[src/rtl/eb_skp_ctrl.sv]
`default_nettype none
// +----------------------------------------------------------------------+
// | eb_skp_ctrl: elastic-buffer read sequencer with SKP add/delete        |
// | Revision: 1.0                                                         |
// +----------------------------------------------------------------------+
module eb_skp_ctrl #(
  parameter int         ADDR_WIDTH    = 4,
  parameter int         ADD_THRESHOLD = 6,
  parameter int         DEL_THRESHOLD = 10,
  parameter logic [9:0] SKP_SYM1      = 10'h0f9,
  parameter logic [9:0] SKP_SYM2      = 10'h306,
  parameter int         CNT_WIDTH     = 8
) (
  input  logic                  lclk,
  input  logic                  lrst,
  input  logic                  en,
  input  logic [ADDR_WIDTH:0]   occupancy,
  input  logic [9:0]            in_data,
  input  logic                  in_vld,
  output logic                  in_rd,
  output logic [9:0]            out_data,
  output logic                  out_vld,
  output logic                  skp_added,
  output logic                  skp_deleted,
  output logic [CNT_WIDTH-1:0]  add_cnt,
  output logic [CNT_WIDTH-1:0]  del_cnt
);

  localparam logic [ADDR_WIDTH:0] c_add_thr = ADD_THRESHOLD[ADDR_WIDTH:0];
  localparam logic [ADDR_WIDTH:0] c_del_thr = DEL_THRESHOLD[ADDR_WIDTH:0];

  typedef enum logic [1:0] {
    S_PASS  = 2'd0,
    S_INS_A = 2'd1,
    S_INS_B = 2'd2
  } state_t;

  state_t               r_state;
  state_t               w_state_nxt;
  logic                 r_add_req;
  logic                 r_del_req;
  logic [9:0]           r_h_data;
  logic                 r_h_vld;
  logic [9:0]           r_out_data;
  logic                 r_out_vld;
  logic                 r_skp_added;
  logic                 r_skp_deleted;
  logic [CNT_WIDTH-1:0] r_add_cnt;
  logic [CNT_WIDTH-1:0] r_del_cnt;

  logic                 w_pop;
  logic                 w_pair;
  logic [9:0]           w_h_data_nxt;
  logic                 w_h_vld_nxt;
  logic [9:0]           w_out_data_nxt;
  logic                 w_out_vld_nxt;
  logic                 w_add_evt;
  logic                 w_del_evt;

  assign in_rd  = !lrst && (r_state == S_PASS);
  assign w_pop  = in_rd && in_vld;
  // COM must already sit in the hold stage while SKP is popped: a gap breaks the pair
  assign w_pair = r_h_vld && (r_h_data == SKP_SYM1) && w_pop && (in_data == SKP_SYM2);

  always_comb begin
    w_state_nxt    = r_state;
    w_h_data_nxt   = r_h_data;
    w_h_vld_nxt    = r_h_vld;
    w_out_data_nxt = r_h_data;
    w_out_vld_nxt  = r_h_vld;
    w_add_evt      = 1'b0;
    w_del_evt      = 1'b0;
    case (r_state)
      S_PASS: begin
        if (w_pair && r_del_req) begin
          w_out_vld_nxt = 1'b0;
          w_h_vld_nxt   = 1'b0;
          w_del_evt     = 1'b1;
        end else if (w_pair && r_add_req) begin
          w_out_data_nxt = SKP_SYM1;
          w_out_vld_nxt  = 1'b1;
          w_h_data_nxt   = SKP_SYM2;
          w_h_vld_nxt    = 1'b1;
          w_add_evt      = 1'b1;
          w_state_nxt    = S_INS_A;
        end else begin
          w_h_vld_nxt = w_pop;
          if (w_pop) begin
            w_h_data_nxt = in_data;
          end
        end
      end
      S_INS_A: begin
        w_h_data_nxt = SKP_SYM1;
        w_h_vld_nxt  = 1'b1;
        w_state_nxt  = S_INS_B;
      end
      S_INS_B: begin
        w_h_data_nxt = SKP_SYM2;
        w_h_vld_nxt  = 1'b1;
        w_state_nxt  = S_PASS;
      end
      default: begin
        w_state_nxt = S_PASS;
      end
    endcase
  end

  always_ff @(posedge lclk) begin
    if (lrst) begin
      r_state       <= S_PASS;
      r_add_req     <= 1'b0;
      r_del_req     <= 1'b0;
      r_h_data      <= '0;
      r_h_vld       <= 1'b0;
      r_out_data    <= '0;
      r_out_vld     <= 1'b0;
      r_skp_added   <= 1'b0;
      r_skp_deleted <= 1'b0;
      r_add_cnt     <= '0;
      r_del_cnt     <= '0;
    end else begin
      r_state       <= w_state_nxt;
      r_add_req     <= en && (occupancy < c_add_thr);
      r_del_req     <= en && (occupancy > c_del_thr);
      r_h_data      <= w_h_data_nxt;
      r_h_vld       <= w_h_vld_nxt;
      r_out_data    <= w_out_data_nxt;
      r_out_vld     <= w_out_vld_nxt;
      r_skp_added   <= w_add_evt;
      r_skp_deleted <= w_del_evt;
      if (w_add_evt && (r_add_cnt != '1)) begin
        r_add_cnt <= r_add_cnt + 1'b1;
      end
      if (w_del_evt && (r_del_cnt != '1)) begin
        r_del_cnt <= r_del_cnt + 1'b1;
      end
    end
  end

  assign out_data    = r_out_data;
  assign out_vld     = r_out_vld;
  assign skp_added   = r_skp_added;
  assign skp_deleted = r_skp_deleted;
  assign add_cnt     = r_add_cnt;
  assign del_cnt     = r_del_cnt;

endmodule
`default_nettype wire

[config.mk]
export PLATFORM = sky130hd
export DESIGN_NAME = eb_skp_ctrl
export DESIGN_NICKNAME = d
export VERILOG_FILES = /design/src/rtl/eb_skp_ctrl.sv
export SDC_FILE = /design/constraint.sdc
export NUM_CORES = 1
export LEC_CHECK = 0
export BUFFER_PORTS_ARGS = -buffer_cell sky130_fd_sc_hd__buf_2
export CAP_MARGIN = 20
export CORE_MARGIN = 4
export CORE_UTILIZATION = 47
export DETAILED_ROUTE_END_ITERATION = 12
export PLACE_DENSITY_LB_ADDON = 0.12
export SLEW_MARGIN = 20
export SYNTH_ARGS = -nofsm -noshare
export SYNTH_HDL_FRONTEND = slang
export SYNTH_SLANG_ARGS = --single-unit
[constraint.sdc]
create_clock -name lclk -period 2.1 [get_ports lclk]
set_clock_uncertainty 0.15 [all_clocks]
set_input_delay 0.42 -clock lclk [delete_from_list [all_inputs] [get_ports lclk]]
set_output_delay 0.42 -clock lclk [all_outputs]
set_load 0.005 [all_outputs]
==> Yosys cells after proc, flatten, opt, wreduce, memory -nomap -nowiden <==
Index checks and enable logic that the tools add are counted.
{ "word_totals": {"out_inout_bits": 30, "wordCells": 63, "register_bits": 44, "input_bits": 19} }
{ "op_classes": {"n_lt_le_gt_ge": 2, "reduce_logical": 18, "muxes": 21, "eq_ne": 9, "n_addsub": 2} }
{ "ops": {"columns": ["op", "count"], "rows": [
  ["$mux 10", 6],
  ["$pmux 10 s3", 1],
  ["$add 8x1->8 const B", 2],
  ["$ne 8x8->1 const B", 2],
  ["$logic_and 1x1->1", 11],
  ["$eq 10x10->1 const B", 1],
  ["$eq 10x8->1 const B", 1],
  ["$mux 1", 10],
  ["$gt 5x4->1 const B", 1],
  ["$lt 5x3->1 const B", 1],
  ["$mux 2", 2],
  ["$pmux 2 s2", 1],
  ["$ne 3x2->1 const B", 1],
  ["$reduce_and 3->1", 1],
  ["$reduce_bool 3->1", 1],
  ["$eq 2x1->1 const B", 1],
  ["$eq 2x2->1 const B", 1],
  ["$logic_not 2->1", 1],
  ["$ne 2x1->1 const B", 1],
  ["$ne 2x2->1 const B", 1],
  ["$pmux 1 s2", 1],
  ["$reduce_and 2->1", 1],
  ["$reduce_bool 2->1", 1],
  ["$reduce_or 2->1", 1],
  ["$logic_not 1->1", 1]
]} }

==> Logic depth before layout (Yosys ltp) <==
Gate-level depths: netlist of run 1.
{ "logic_depth": {"depth_word": 10, "ltp_mapped": 8} }

==> Worst setup path before layout of run 1 <==
Ideal clock, no wire load.
{ "synth_path": {"path_type": "register to register", "start": "register r_state[0]", "end": "register r_del_cnt[4], in the netlist del_cnt[4]", "setup_slack_ns": -0.041, "period_less_slack_ns": 2.141, "n_path_buf": 1, "stages_incl_launch_ff": 9, "t_arrival_ns": 1.921, "setup_ns": 0.070, "cell_sequence": "dfxtp_1 inv_1 ha_1 and3b_1 nand4_1 or3b_1 buf_6 or3_1 a21oi_1"} }
{ "synth_via": {"elab_chain_cells": 9} }
{ "synth_lines": {"columns": ["element", "line", "rtl"], "rows": [
  ["start, declared", "38", "state_t r_state;"],
  ["start signal, assigned", "123", "r_state <= w_state_nxt;"],
  ["$logic_not 2->1 *", "60, 73", null],
  ["$logic_and 1x1->1", "60", "assign in_rd = !lrst && (r_state == S_PASS);"],
  ["$logic_and 1x1->1", "61", "assign w_pop = in_rd && in_vld;"],
  ["$logic_and 1x1->1 (2 in series)", "63", "assign w_pair = r_h_vld && (r_h_data == SKP_SYM1) && w_pop && (in_data == SKP_SYM2);"],
  ["$logic_and 1x1->1", "75", "if (w_pair && r_del_req) begin"],
  ["$mux 1", "75", null],
  ["$mux 1 *", "73", "case (r_state)"],
  ["$logic_and 1x1->1 *", "135", "if (w_del_evt && (r_del_cnt != '1)) begin"],
  ["end signal, assigned", "136", "r_del_cnt <= r_del_cnt + 1'b1;"],
  ["end, declared", "49", "logic [CNT_WIDTH-1:0] r_del_cnt;"]
]} }
Every way passes the cells marked *; elsewhere a longest branch is shown, timed or not.
A chain may end at the register's enable or synchronous reset.

==> Worst setup path in the final report of run 1 <==
{ "layout_path": {"start": "register r_state[0]", "end": "register r_del_cnt[5], in the netlist del_cnt[5]"} }
Same word-level chain as after synthesis.

==> summary.txt, run 1 <==
Critical path
  • CP max FO: 5
  • Crit path kind: reg -> reg
  • Max stage delay on crit path: 0.44 ns
  • R2R Setup Slk: 0.03 ns
  • Worst path cell trace: inv_2 > ha_4 > and3b_1 > nand4_1 > or3b_4 > or4_1 > a21oi_1
  • CP endpoint kind: flip-flop
  • Crit path launch type: flip-flop
  • CP max stage cell: or3b_4
  • Critical path arrival: 2.15 ns
  • Worst Path Required: 2.18 ns

Floorplan
  • Die H: around 72 µm
  • # IOs: 49
  • CORE AREA: between 4000 and 5000 µm²
  • Initial Util: 48.9%
  • Row count: 23
  • Die X: 72.5 µm
  • DIE AREA: roughly 5300 µm²

Clocking
  • CTS root buf: clkbuf_8
  • Clk slew on worst S/H paths: 0.08 ns
  • Total CTS buffers: 5
  • Clock buffer depth: 2
  • Worst-Skew Late Latency: 0.29 ns
  • Postcts setup bufs: 0
  • # clock sinks: 44
  • CTS tree: done
  • H-tree depth: 2

Timing
  • Max Slew Vio Count: 0
  • Worst-margin pin slew: 0.443 ns
  • Highest Clock Rate: 0.484 GHz
  • Final hold slack: 0.157 ns
  • Final Hold Vio Count: 0
  • Max-slew headroom: 70.5%
  • Crit share post-route: between 90% and 100%
  • RSZ-0062 raised after global routing: true
  • Final setup violation count: 0
  • Min Tclk post-route: 2.07 ns

Run
  • Max cap viols: 0

Synth
  • Post-synthesis adder-cell area fraction: 5.12%
  • Cell taking the most area after synthesis: dfxtp_1
  • Mux cell area share after synthesis: 1.60%
  • Top-count cell post-synth: dfxtp_1
  • Synth top area cells: dfxtp_1, ha_1, a21o_1
  • Synth Area in Simple Gates: a little over a quarter
  • Synth top area share: between 40% and 50%
  • Cells after synthesis: 210
  • Synth Area in XOR/XNOR: less than 1%
  • Main combinational cell family by area after synthesis: simple AND/OR/NAND/NOR gates
  • Seq/Total Area, Yosys: 45.1%
  • Top cells by count, synth: dfxtp_1, a21oi_1, nor2b_1
  • Compound-Gate Fraction of Synth Area: 17.3%
  • Average size of a mapped cell: 9.31 µm²
  • Syn nets: 237
  • Post-synth top flop: dfxtp_1
  • Netlist cell types: 38
  • Asr flop ratio synth: 0%
  • Yosys reg bits: 44
  • Ys Warns: 0
  • Number of synthesized flops with an enable pin: 0
  • Mapped Area: 1950 µm²

Finish
  • Area of the multi-input gates: 1040 µm²
  • Non-Filler Instances: 337
  • Fillers: 356
  • Total Nets Final: 313
  • Area Growth Syn to Fin: 30.9%
  • Reg area: 882 µm²
  • Ant. Diodes: 0
  • Layout cells sized above 1: between 30% and 40%

GRT
  • Initial antenna violation count: 0
  • Gr ovfl total: 0
  • Vias in the first global route: 1586
  • GRT Overall Usage: 16.2%
  • Global-route wire length before repair: 6.82 mm
  • Pin count of the biggest net entering global routing: 44

Placement
  • Port Buffers: 48
  • HPWL Detailed: 3.02 mm
  • Final Wtd Congestion: 0.757
  • Placed cells: 328

Power and ir drop
  • Static Leak: 0.00119 µW
  • Pwr dens: 587 nW/µm²
  • Tot Pwr: 1500 µW
  • VDD IR max: approximately 0.52 mV

Outcome
  • Status: finished clean

Route
  • Routed vias: 1757
  • Iter 0 DRT Violations: 82
  • Remaining DRCs: 0
  • Met3 WL: 257 µm
  • Drt wl/cell: 12.1 µm
  • Met2 wire len: 1.81 mm
  • First-pass DRT Iterations: 4
  • Routed WL: 4.08 mm
  • Top Layer Used: met4
  • Via density: 5.21
  • M1 WL: 1.96 mm
  • Post-route antenna net violation count: 0

Hold path
  • Hold Crit Class: in -> reg
[per-stage QoR]
stage | area, µm² | TNS [ns] | setup slack, ns | util [%]
2_1_floorplan | 1970 | 0 | 0.0103 | -
3_3_place_gp | 2450 | -0.900 | -0.211 | 61.2
3_5_place_dp | 2450 | -1.00 | -0.224 | 61.2
4_1_cts | 2540 | 0 | 0.0132 | 63.6
5_1_grt | 2560 | -0.0969 | -0.0344 | 64.0
6_report | 2560 | 0 | 0.0336 | 64.0
[layout make-up]
| class | instances | area share (%) |
|---|---|---|
| Multi-Input combinational cell | 151 | 40.5 |
| Sequential cell | 44 | 34.5 |
| Timing Repair Buffer | 77 | 17.9 |
| Clock buffer | 7 | 3.37 |
| Tap cell | 50 | 2.44 |
| Inverter | 7 | 1.03 |
| Clock inverter | 1 | 0.293 |
[cells in the final DEF (no fill, tap or decap), types with 2 or more instances in the layout]
cell      instances
a211oi_1         10
a21o_1           13
a21oi_1          15
and3b_1           2
and4bb_2          2
buf_2            48
buf_4            29
clkbuf_8          6
dfxtp_1          43
ha_1              7
inv_1             5
inv_2             2
mux2i_1           2
nand2_1          10
nand2b_1          8
nand3_1           9
nand4_1           5
nor2_1           13
nor2b_1          15
o21ai_0           6
o31ai_1           2
or2b_1            3
or3_1             7
or3b_4            2
or4_1             2
[cells by family (layout without fill, tap and decap cells)]
group,count (synthesis),in the layout
simple gates,85,86
compound gates,52,52
flops,44,44
buf+inv,16,92
fa+ha+maj,8,8
mux,3,3
xor+xnor,2,2
[worst max-delay path, delay by kind of cell, from the launching register on]
| kind | cells | cell delay [ns] |
|---|---|---|
| adders and majority gates | 1 | 0.12 |
| buffers and inverters | 1 | 0.08 |
| DFF | 1 | 0.32 |
| and+or+nand+nor | 4 | 1.20 |
| AOI/OAI and AO/OA | 1 | 0.13 |
[what timing repair did]
action                                  4_1_cts  5_1_grt
hold buffers                                  0        0
gates cloned                                  0        1
gates resized for setup                       1        3
pin swaps                                     0        4
endpoints found under the setup margin        2        5
hold endpoints to repair                      0        0
[flip-flops by register name, summed over array words and instances, names as in the netlist]
name	flops
out_data	10
del_cnt	8
skp_deleted	1
out_vld	1
r_h_data	10
r_h_vld	1
r_state	2
r_add_req	1
skp_added	1
r_del_req	1
add_cnt	8
[routing by layer]
metal / track usage, % / vias up
li1: - / 903
met2: 26.2 / 48
met4: 4.30 / 0
met3: 5.12 / 6
met1: 20.8 / 800
met5: 0 / -
[worst paths after layout]
check,from,to,cells after the start
worst max-delay path,r_state[0],del_cnt[5],7
worst min register to register,r_h_data[4],out_data[4],1
worst min-delay path,occupancy[3],r_add_req,2
worst max register to register,r_state[0],del_cnt[5],7
[power by group]
part | switching [µW] | leakage [µW] | internal [µW]
registers | 5.84 | 0.000357 | 851
clock network | 274 | 0.0000445 | 267
logic | 48.4 | 0.000785 | 55.5
(Power assumes the default switching activity.)
==> inputs of run 2 (changes only) <==
- PLACE_DENSITY: default -> 0.85
- PLACE_DENSITY_LB_ADDON: 0.12 -> default
==> summary.txt, run 2 (synthesized netlist as in run 1, its figures left out) <==
Outcome
  • Status: finished, violations left (was finished clean)
  • Failing checks: negative setup slack

Critical path
  • Crit path kind: reg -> reg (unchanged)
  • CP max stage cell: or3b_4 (unchanged)
  • R2R Setup Slk: -0.01 ns (was 0.03 ns)
  • Largest delay contributor family on the critical path: simple AND/OR/NAND/NOR gates (unchanged)
  • Worst Path Required: 2.18 ns (about the same)
  • Crit path launch type: flip-flop (unchanged)
  • Max stage delay on crit path: 0.48 ns (was 0.44 ns)
  • CP endpoint kind: flip-flop (unchanged)
  • Critical path arrival: 2.19 ns (was 2.15 ns)
  • CP max FO: 8 (was 5)
  • Worst path buffer plus inverter count: 1 (unchanged)
  • Worst path cell trace: inv_2 > ha_4 > and3b_2 > nand4_1 > or3b_4 > or4_4 > a21oi_2 (was inv_2 > ha_4 > and3b_1 > nand4_1 > or3b_4 > or4_1 > a21oi_1)

Clocking
  • Worst-Skew Late Latency: 0.29 ns (about the same)
  • CTS root buf: clkbuf_8 (unchanged)
  • Hold-fix buffers at CTS: 0 (unchanged)
  • Clk slew on worst S/H paths: 0.08 ns (about the same)
  • Clock buffer depth: 2 (unchanged)
  • # clock sinks: 44 (unchanged)
  • H-tree depth: 2 (unchanged)
  • CTS tree: done (unchanged)
  • Total CTS buffers: 5 (unchanged)

Finish
  • Layout cells sized above 1: 35.8% (was 33.4%)
  • Non-Filler Instances: 335 (was 337)
  • Area Growth Syn to Fin: 32.0% (was 30.9%)
  • Total Nets Final: 311 (was 313)
  • Ant. Diodes: 0 (unchanged)
  • Commonest cells after routing, fill and taps aside: buf_2, dfxtp_1, buf_4 (unchanged)
  • Commonest non-fill, non-tap cell in the layout: buf_2 (unchanged)

Power and ir drop
  • Internal: 1170 µW (about the same)
  • Tot Pwr: 1510 µW (was 1500 µW)
  • Switching share of power: 22.5% (was 21.9%)
  • VDD IR max: 0.401 mV (was 0.519 mV)
  • Net Switching: 341 µW (was 328 µW)
  • Combinational Power Share: 7.3% (was 6.9%)
  • Seq pwr share: 56.7% (was 57.1%)
  • Static Leak: 0.00120 µW (was 0.00119 µW)
  • Clock network power share: 36.0% (about the same)
  • Pwr dens: 587 nW/µm² (about the same)

Floorplan
  • # IOs: 49 (unchanged)
  • Row count: 23 (unchanged)
  • Die H: 72.5 µm (unchanged)
  • Initial Util: 48.9% (unchanged)
  • DIE AREA: 5250 µm² (unchanged)
  • Die X: 72.5 µm (unchanged)
  • CORE AREA: 4000 µm² (unchanged)

Route
  • Routed vias: 1813 (was 1757)
  • Routed WL: 4.59 mm (was 4.08 mm)
  • Drt wl/cell: 13.7 µm (was 12.1 µm)
  • Via density: 5.41 (was 5.21)
  • Remaining DRCs: 0 (unchanged)
  • Iter 0 DRT Violations: 84 (was 82)
  • First-pass DRT Iterations: 6 (was 4)
  • Post-route antenna net violation count: 0 (unchanged)

Placement
  • Pre-CTS WS: -0.242 ns (was -0.224 ns)
  • Final Wtd Congestion: 0.809 (was 0.757)
  • Placed cells: 324 (was 328)
  • Port Buffers: 48 (unchanged)
  • HPWL Detailed: 3.36 mm (was 3.02 mm)

GRT
  • Vias in the first global route: 1762 (was 1586)
  • GRT Overall Usage: 19.1% (was 16.2%)
  • Pin count of the biggest net entering global routing: 44 (unchanged)
  • Initial antenna violation count: 0 (unchanged)
  • Gr ovfl total: 0 (unchanged)
  • Global-route wire length before repair: 7.96 mm (was 6.82 mm)

Timing
  • Final Hold Vio Count: 0 (unchanged)
  • Max-slew headroom: 70.4% (was 70.5%)
  • Final hold slack: 0.176 ns (was 0.157 ns)
  • Crit share post-route: 101% (was 98.4%)
  • RSZ-0062 raised after global routing: true (unchanged)
  • Final worst slack: -0.0142 ns (was 0.0336 ns)
  • Final setup violation count: 2 (was 0)
  • Worst-margin pin slew: 0.445 ns (was 0.443 ns)
  • Min Tclk post-route: 2.11 ns (was 2.07 ns)
  • Sum Neg Setup Slack: -0.0234 ns (was 0 ns)
  • Max Slew Vio Count: 0 (unchanged)
  • Highest Clock Rate: 0.473 GHz (was 0.484 GHz)

Run
  • Max cap viols: 0 (unchanged)

Hold path
  • Hold Crit Class: in -> reg (unchanged)
-- run 2: area by class of cell --
| cell class | instances | area [µm²] |
|---|---|---|
| clock buffer | 6 | 82.6 |
| clock inverter | 2 | 10.0 |
| fill | 340 | 1420 |
| inverter | 7 | 26.3 |
| multi-input combinational | 150 | 1050 |
| sequential | 44 | 883 |
| tap | 50 | 62.6 |
| timing repair buffer | 76 | 463 |
-- run 2: metrics by stage --
stage | cell area, µm² | utilization [%]
finish | 2580 | 64.5
global route | 2580 | 64.5
CTS | 2530 | 63.3
detailed placement | 2430 | 60.7
global placement | 2430 | 60.7
floorplan | 1970 | -
-- run 2: worst register-to-register path, stage by stage (launching register included) --
cell and delay [ns]:
dfxtp_2 0.33, inv_2 0.07, ha_4 0.13, and3b_2 0.19, nand4_1 0.14, or3b_4 0.48
or4_4 0.43, a21oi_2 0.13
-- run 2: per-layer routing --
layer,track usage (%),share of wire [%]
met5,0,0
met4,6.97,2.1
met3,4.43,6.0
met2,32.1,49
met1,23.8,42
-- run 2: timing repair --
action,4_1_cts,5_1_grt
endpoints found under the setup margin,4,5
resized for setup,1,12
setup buffers,1,2
pin swaps,2,4
-- run 2: worst paths after layout --
kind,cells after the start,end,startpoint
hold reg to reg,1,out_data[0],r_h_data[0]
hold / removal,2,r_add_req,occupancy[3]
setup / recovery,7,del_cnt[5],r_state[0]
setup reg to reg,7,del_cnt[5],r_state[0]
-- run 2: power by group through the flow --
stage	Combinational (µW)	Clock (µW)	Sequential (µW)
after detailed placement	108	0	877
after floorplan	49.9	0	877
final	111	545	858
after global placement	104	0	877
after CTS	109	554	858
after global routing	123	600	860
